$ cat src/rtl/ctrl_banco_reg.sv
// ctrl_banco_reg
//   Access sequencer in front of the 4x8 register bank (BR). It takes read and
//   write commands over a valid/ready handshake and strobes the bank's
//   En/WE/Dir/Dato_e inputs for exactly one cycle per command. For reads it
//   captures the bank data and returns it over a valid/ready response channel.
//   The bank has no reset, so after reset the controller can optionally sweep
//   zeros into every address.
//
// Ports
//   clk, rst         clock, synchronous active-high reset
//   cmd_valid/ready  command handshake; cmd_we (1=write), cmd_dir, cmd_dato
//   resp_valid/ready read response handshake; resp_dato
//   br_en, br_we,    bank strobes; br_dir/br_dato_e keep their last driven
//   br_dir,          value while br_en=0
//   br_dato_e
//   br_dato_s        bank read data, valid the cycle after a read strobe
//   ocupado          high whenever the controller is not idle
//   cnt_esc          command writes issued to the bank (sweep not counted), wraps
//   cnt_lec          reads completed on the response handshake, wraps
module ctrl_banco_reg #(
    parameter int DATA_W       = 8,
    parameter int ADDR_W       = 2,
    parameter int CNT_W        = 8,
    parameter int CLEAR_ON_RST = 1
) (
    input  logic              clk,
    input  logic              rst,
    input  logic              cmd_valid,
    output logic              cmd_ready,
    input  logic              cmd_we,
    input  logic [ADDR_W-1:0] cmd_dir,
    input  logic [DATA_W-1:0] cmd_dato,
    output logic              resp_valid,
    input  logic              resp_ready,
    output logic [DATA_W-1:0] resp_dato,
    output logic              br_en,
    output logic              br_we,
    output logic [ADDR_W-1:0] br_dir,
    output logic [DATA_W-1:0] br_dato_e,
    input  logic [DATA_W-1:0] br_dato_s,
    output logic              ocupado,
    output logic [CNT_W-1:0]  cnt_esc,
    output logic [CNT_W-1:0]  cnt_lec
);

    typedef enum logic [2:0] {
        S_CLEAR,
        S_IDLE,
        S_ISSUE,
        S_CAPTURE,
        S_RESP
    } state_t;

    localparam logic [ADDR_W-1:0] LAST_DIR = '1;

    state_t            r_state;
    logic [ADDR_W-1:0] r_idx;
    logic              r_we;
    logic [ADDR_W-1:0] r_br_dir;
    logic [DATA_W-1:0] r_br_dato_e;
    logic [DATA_W-1:0] r_resp_dato;
    logic [CNT_W-1:0]  r_cnt_esc;
    logic [CNT_W-1:0]  r_cnt_lec;

    always_ff @(posedge clk) begin
        if (rst) begin
            r_state     <= (CLEAR_ON_RST != 0) ? S_CLEAR : S_IDLE;
            r_idx       <= '0;
            r_we        <= 1'b0;
            r_br_dir    <= '0;
            r_br_dato_e <= '0;
            r_resp_dato <= '0;
            r_cnt_esc   <= '0;
            r_cnt_lec   <= '0;
        end else begin
            case (r_state)
                // br_dir register doubles as the visible sweep address, so it
                // is advanced together with the index and simply left at the
                // last address when the sweep ends.
                S_CLEAR: begin
                    if (r_idx == LAST_DIR) begin
                        r_state <= S_IDLE;
                    end else begin
                        r_idx    <= r_idx + 1'b1;
                        r_br_dir <= r_idx + 1'b1;
                    end
                end
                S_IDLE: begin
                    if (cmd_valid) begin
                        r_we        <= cmd_we;
                        r_br_dir    <= cmd_dir;
                        r_br_dato_e <= cmd_dato;
                        r_state     <= S_ISSUE;
                    end
                end
                S_ISSUE: begin
                    if (r_we) begin
                        r_cnt_esc <= r_cnt_esc + 1'b1;
                        r_state   <= S_IDLE;
                    end else begin
                        r_state <= S_CAPTURE;
                    end
                end
                S_CAPTURE: begin
                    r_resp_dato <= br_dato_s;
                    r_state     <= S_RESP;
                end
                S_RESP: begin
                    if (resp_ready) begin
                        r_cnt_lec <= r_cnt_lec + 1'b1;
                        r_state   <= S_IDLE;
                    end
                end
                default: r_state <= S_IDLE;
            endcase
        end
    end

    assign cmd_ready  = (r_state == S_IDLE);
    assign ocupado    = (r_state != S_IDLE);
    assign resp_valid = (r_state == S_RESP);
    assign resp_dato  = r_resp_dato;
    assign br_en      = (r_state == S_CLEAR) || (r_state == S_ISSUE);
    assign br_we      = (r_state == S_CLEAR) || ((r_state == S_ISSUE) && r_we);
    assign br_dir     = r_br_dir;
    assign br_dato_e  = r_br_dato_e;
    assign cnt_esc    = r_cnt_esc;
    assign cnt_lec    = r_cnt_lec;

endmodule

$ cat config.mk
export PLATFORM = sky130hd
export DESIGN_NAME = ctrl_banco_reg
export DESIGN_NICKNAME = d
export VERILOG_FILES = /design/src/rtl/ctrl_banco_reg.sv
export SDC_FILE = /design/constraint.sdc
export NUM_CORES = 1
export LEC_CHECK = 0
export CAP_MARGIN = 20
export CORE_AREA = 5 5 74 76
export CTS_BUF_LIST = sky130_fd_sc_hd__clkbuf_16
export DETAILED_ROUTE_END_ITERATION = 12
export DIE_AREA = 0 0 79 81
export PLACE_DENSITY = 0.7
export SLEW_MARGIN = 20
export SYNTH_ARGS = -nofsm -noshare
export SYNTH_HDL_FRONTEND = slang
export SYNTH_SLANG_ARGS = --single-unit
export TNS_END_PERCENT = 30
$ cat constraint.sdc
create_clock -name clk -period 1.9 [get_ports clk]
set_clock_uncertainty 0.2 [all_clocks]
set_input_delay 0.38 -clock clk [delete_from_list [all_inputs] [get_ports clk]]
set_output_delay 0.38 -clock clk [all_outputs]
set_load 0.02 [all_outputs]
======== Yosys cells after proc, flatten, opt, wreduce, memory -nomap -nowiden ========
Index checks and enable logic that the tools add are counted.
storage, ports and cells
  register bits ........................... 40
  bits of input ports ..................... 23
  output and inout port bits .............. 39
  word-level logic and storage cells ...... 41
cells by class
  $add $sub $neg .......................... 3
  equality and inequality tests ........... 10
  multiplexer cells ....................... 8
  bitwise gates (word level) .............. 1
  reductions and logical operators ........ 11
operator list
  operator                                                count
  adder 8 x 1 -> 8 bit (second input constant)            2
  case mux 3 bit (5 select lines)                         1
  2-to-1 mux 3 bit                                        3
  AND reduction 2 bit                                     4
  equality test 3 x 2 -> 1 bit (second input constant)    2
  2-to-1 mux 2 bit                                        3
  inequality test 2 bit (second input constant)           3
  AND reduction 3 bit                                     2
  case mux 2 bit (2 select lines)                         1
  equality test 3 x 1 -> 1 bit (second input constant)    1
  equality test 3 bit (second input constant)             1
  zero test 3 bit                                         1
  inequality test 3 x 1 -> 1 bit (second input constant)  1
  adder 2 x 1 -> 2 bit (second input constant)            1
  equality test 2 bit (second input constant)             1
  logical OR 1 bit                                        2
  inequality test 2 x 1 -> 1 bit (second input constant)  1
  nonzero test 2 bit                                      1
  logical AND 1 bit                                       1
  inverter 1 bit                                          1

======== Longest topological paths before layout ========
  depth in word-level cells ............... 3
  depth in mapped cells ................... 5
  gate-level depth less buffers ........... 4

======== Worst setup path after synthesis ========
No wires, ideal clock.
  kind .................................... reg-to-output
  start point ............................. register r_state[0]
  end point ............................... output port br_we
  arrival ................................. 1.431 ns
  required time ........................... 1.320 ns
  slack ................................... -0.111 ns
  stages on the path, launching flop included .. 4
  buffers on the path ..................... 1
  cells stage by stage .................... dfxtp_1 buf_2 nor2_1 a21boi_0
on the way
  cells in the longest elaborated chain, start to end .. 3
  elaborated cells on any way between the ends .. 4
  classes of those cells .................. 1 x eq/ne; 3 x reduce/logical
ends and longest elaborated chain
  what                          line  text
  from (decl)                   56    state_t r_state;
  from (signal assigned)        67    r_state <= (CLEAR_ON_RST != 0) ? S_CLEAR : S_IDLE;
  equality test 3 x 2 -> 1 bit  124   assign br_we = (r_state == S_CLEAR) || ((r_state == S_ISSUE) && r_we);
  logical AND 1 bit             124
  logical OR 1 bit (*)          124
  to (decl)                     37    output logic br_we,
Mark *: on every way between the ends. The rest lies on a longest branch, timed or not.

======== Final worst setup path ========
  start point ............................. register r_cnt_esc[5], in the netlist cnt_esc[5]
  end point ............................... output port cnt_esc[5]
RTL lines
  what                    line  text
  from (decl)             62    logic [CNT_W-1:0] r_cnt_esc;
  from (signal assigned)  98    r_cnt_esc <= r_cnt_esc + 1'b1;
  to (decl)               42    output logic [CNT_W-1:0] cnt_esc,
No word-level cell between the ends.

==> impl_metrics.env <==
export IMPL_setup_slack_ns=0.0613
export IMPL_die_y_um=81
export IMPL_die_area_um2=6400
export IMPL_row_count=25
export IMPL_ant_nets=0
export IMPL_critical_path_startpoint_type="flip-flop"
export IMPL_syn_inst=200
export IMPL_worstRegToRegCells=4
export IMPL_firstDrtPassIters=4
export IMPL_vias=1623
export IMPL_dp_cells=320
export IMPL_synth_seq_area_share=0.443
export IMPL_p_leak_uw=0.00119
export IMPL_nets=299
export IMPL_htreeDepth=2
export IMPL_rsz0062_at_grt="false"
export IMPL_drt_iter0_drc=57
export IMPL_cp_depth=1
export IMPL_cts_buffers=5
export IMPL_cp_num_buf_inv=1
export IMPL_grt_usage=0.141
export IMPL_drv_slew=0
export IMPL_synth_top_area_cell="dfxtp_1"
export IMPL_period_share=0.968
export IMPL_grt_max_degree=26
export IMPL_clk_pin_slew_ns=0.06
export IMPL_grt_pass1_vias=1634
export IMPL_synth_cell_types=41
export IMPL_r2r_start="r_state[1]$_SDFFE_PP0P_"
export IMPL_cts_setup_buffers=0
export IMPL_antenna_found_initial=0
export IMPL_avgSynthCellArea_um2=9.05
export IMPL_gp_congestion=0.747
export IMPL_r2r_end="cnt_esc[7]$_SDFFE_PP0P_"
export IMPL_setup_viol=0
export IMPL_io_pins=62
export IMPL_path_max_fanout=4
export IMPL_antennaDiodeCount=0
export IMPL_fmax_ghz=0.544
export IMPL_via_per_inst=4.96
export IMPL_max_slew_margin_rel=0.770
export IMPL_ir_drop_uv=531
export IMPL_overflow=0
export IMPL_ys_top_cells_by_area="dfxtp_1 (44%), a21oi_1 (5.8%), mux2i_1 (5.5%)"
export IMPL_synth_top_cell_area_share=0.443
export IMPL_critPathTopFamily="buffers and inverters"
export IMPL_setup_tns_ns=0
export IMPL_cp_startpoint="cnt_esc[5]$_SDFFE_PP0P_"
export IMPL_path_cells="clkdlybuf4s50_1"
export IMPL_path_class="flip-flop to primary output"
export IMPL_synth_area_um2=1810
export IMPL_io_buffers=61
export IMPL_status="finished, final reports clean"
export IMPL_ys_warn_count=0
export IMPL_fp_coreArea_um2=4660
export IMPL_synth_nets=226
export IMPL_fp_dieW_um=79
export IMPL_post_place_ws_ns=-0.183
export IMPL_drive_above_1_share=0.136
export IMPL_hold_violations=0
export IMPL_numClockSinks=40
export IMPL_wl_per_cell_um=12.6
export IMPL_critPathSlowestCell="clkdlybuf4s50_1"
export IMPL_synth_ff_latch_count=40
export IMPL_routed_wl_um=4130
export IMPL_instances_no_fill=327
export IMPL_holdPathStages=2
export IMPL_hold_ws_ns=0.252
export IMPL_drc_errors=0
export IMPL_grt_pass1_wl_um=7180
export IMPL_ctsRootBufferMaster="clkbuf_16"
export IMPL_clk_path_buf_depth=2
export IMPL_clk_latency_ns=0.28
export IMPL_syn_to_final_growth_pct=51.4
export IMPL_maxCapViolations=0
export IMPL_arrival_ns=1.26
export IMPL_initial_core_util=0.388
export IMPL_powerDensity_nw_per_um2=993
export IMPL_min_path_type="flip-flop to flip-flop"
export IMPL_cts_tree="yes"
export IMPL_end_kind="primary output"
export IMPL_regToRegSetupSlack_ns=0.16
export IMPL_max_stage_delay_ns=0.62
export IMPL_hp_start="br_dato_e[4]$_SDFFE_PP0P_"
export IMPL_hpwlAfterDp_um=3040
export IMPL_fin_crit_ns=1.84
export IMPL_worst_pin_slew_ns=0.344
export IMPL_cp_data_required_time_ns=1.32
export IMPL_whs_endpoint="br_dato_e[4]$_SDFFE_PP0P_"
[cells in the final DEF (no fill, tap or decap), types with 3 or more instances in the layout]
cell and count:
nand2b_1 3, ha_1 3, a211oi_1 4, clkbuf_16 5, buf_4 17, o31ai_1 4, or3_1 6, nand2_1 25
clkbuf_2 3, dfxtp_1 40, o21ai_0 6, clkdlybuf4s50_1 46, nand3_1 5, dlymetal6s2s_1 6, nor2_1 19, dlygate4sd2_1 4
or4_1 4, mux2i_1 10, a21oi_1 21, inv_1 10
[worst max-delay path by stage]
stage	end	slack (ns)
after CTS	cnt_lec[2]	0.003
after global placement	cnt_lec[7]$_SDFFE_PP0P_	-0.12
after floorplan	br_we	0.03
final	cnt_esc[5]	0.06
after detailed placement	cnt_lec[7]$_SDFFE_PP0P_	-0.18
after global routing	cnt_esc[5]	0.006
[repair_timing]
item / 4_1_cts / 5_1_grt
endpoints found under the setup margin: 9 / 10
gates resized for setup: 9 / 13
hold buffers: 0 / 0
[layout make-up]
cell class	instances	area, um^2
fillers	437	1920
well taps	54	67.6
clock inverters	2	60.1
clock buffers	5	125
flip-flops and latches	40	801
multi-input cells	138	905
inverters	10	37.5
repair buffers	78	743
[per-layer routing]
layer | wire [um] | share of wire | vias to the layer above | track usage
li1 | - | - | 840 | -
met1 | 1910 | 0.46 | 737 | 0.164
met2 | 1880 | 0.45 | 44 | 0.238
met3 | 311 | 0.075 | 2 | 0.0543
met4 | 29 | 0.0070 | 0 | 0.0464
met5 | 0 | 0 | - | 0
[state kept, by name (all words and copies together) (netlist names)]
signal,cells
br_dato_e,8
br_dir,2
cnt_esc,8
cnt_lec,8
r_idx,2
r_state,3
r_we,1
resp_dato,8
[logic make-up (layout without fill, tap and decap cells)]
logic type                 Yosys count  count (layout)  synth area share
and+or+nand+nor                     79              79             0.260
DFF                                 40              40             0.443
AOI/OAI and AO/OA                   39              39             0.124
buffers and inverters               22              95            0.0574
muxes                               14              14            0.0802
adders and majority gates            3               3            0.0207
xor gates and xnor gates             3               3            0.0145
[synth_stat cells]
library cell / number
a211oi_1: 4
a21boi_0: 1
a21o_1: 1
a21oi_1: 21
a221oi_1: 1
and2_1: 1
buf_1: 1
buf_2: 5
buf_4: 2
buf_6: 1
clkbuf_1: 3
dfxtp_1: 40
ha_1: 3
inv_1: 10
mux2_1: 2
mux2_2: 2
mux2i_1: 10
nand2_1: 25
nand2b_1: 3
nand3_1: 5
nand3b_1: 1
nand4_1: 1
nand4bb_1: 1
nand4bb_4: 2
nor2_1: 19
nor2b_1: 2
nor3b_1: 1
nor3b_2: 1
nor4_1: 1
nor4_2: 2
nor4_4: 1
nor4bb_1: 1
o21ai_0: 6
o22ai_1: 1
o31ai_1: 4
or2_1: 1
or2_2: 1
or3_1: 6
or4_1: 4
xnor2_1: 1
xor2_1: 2
[through the flow]
| stage | power [uW] | utilization | area (um^2) |
|---|---|---|---|
| 3_3_place_gp | 1710 | 0.550 | 2560 |
| 2_1_floorplan | 1420 | - | 1810 |
| 6_report | 2720 | 0.588 | 2740 |
| 4_1_cts | 2760 | 0.587 | 2730 |
| 5_1_grt | 2880 | 0.588 | 2740 |
| 3_5_place_dp | 1720 | 0.550 | 2560 |
[power breakdown]
group / total [uW] / internal [uW] / switching [uW]
combinational: 716 / 380 / 336
sequential: 955 / 910 / 45.0
clock: 1050 / 744 / 306
total: 2720 / 2030 / 687
(Power assumes the default switching activity.)
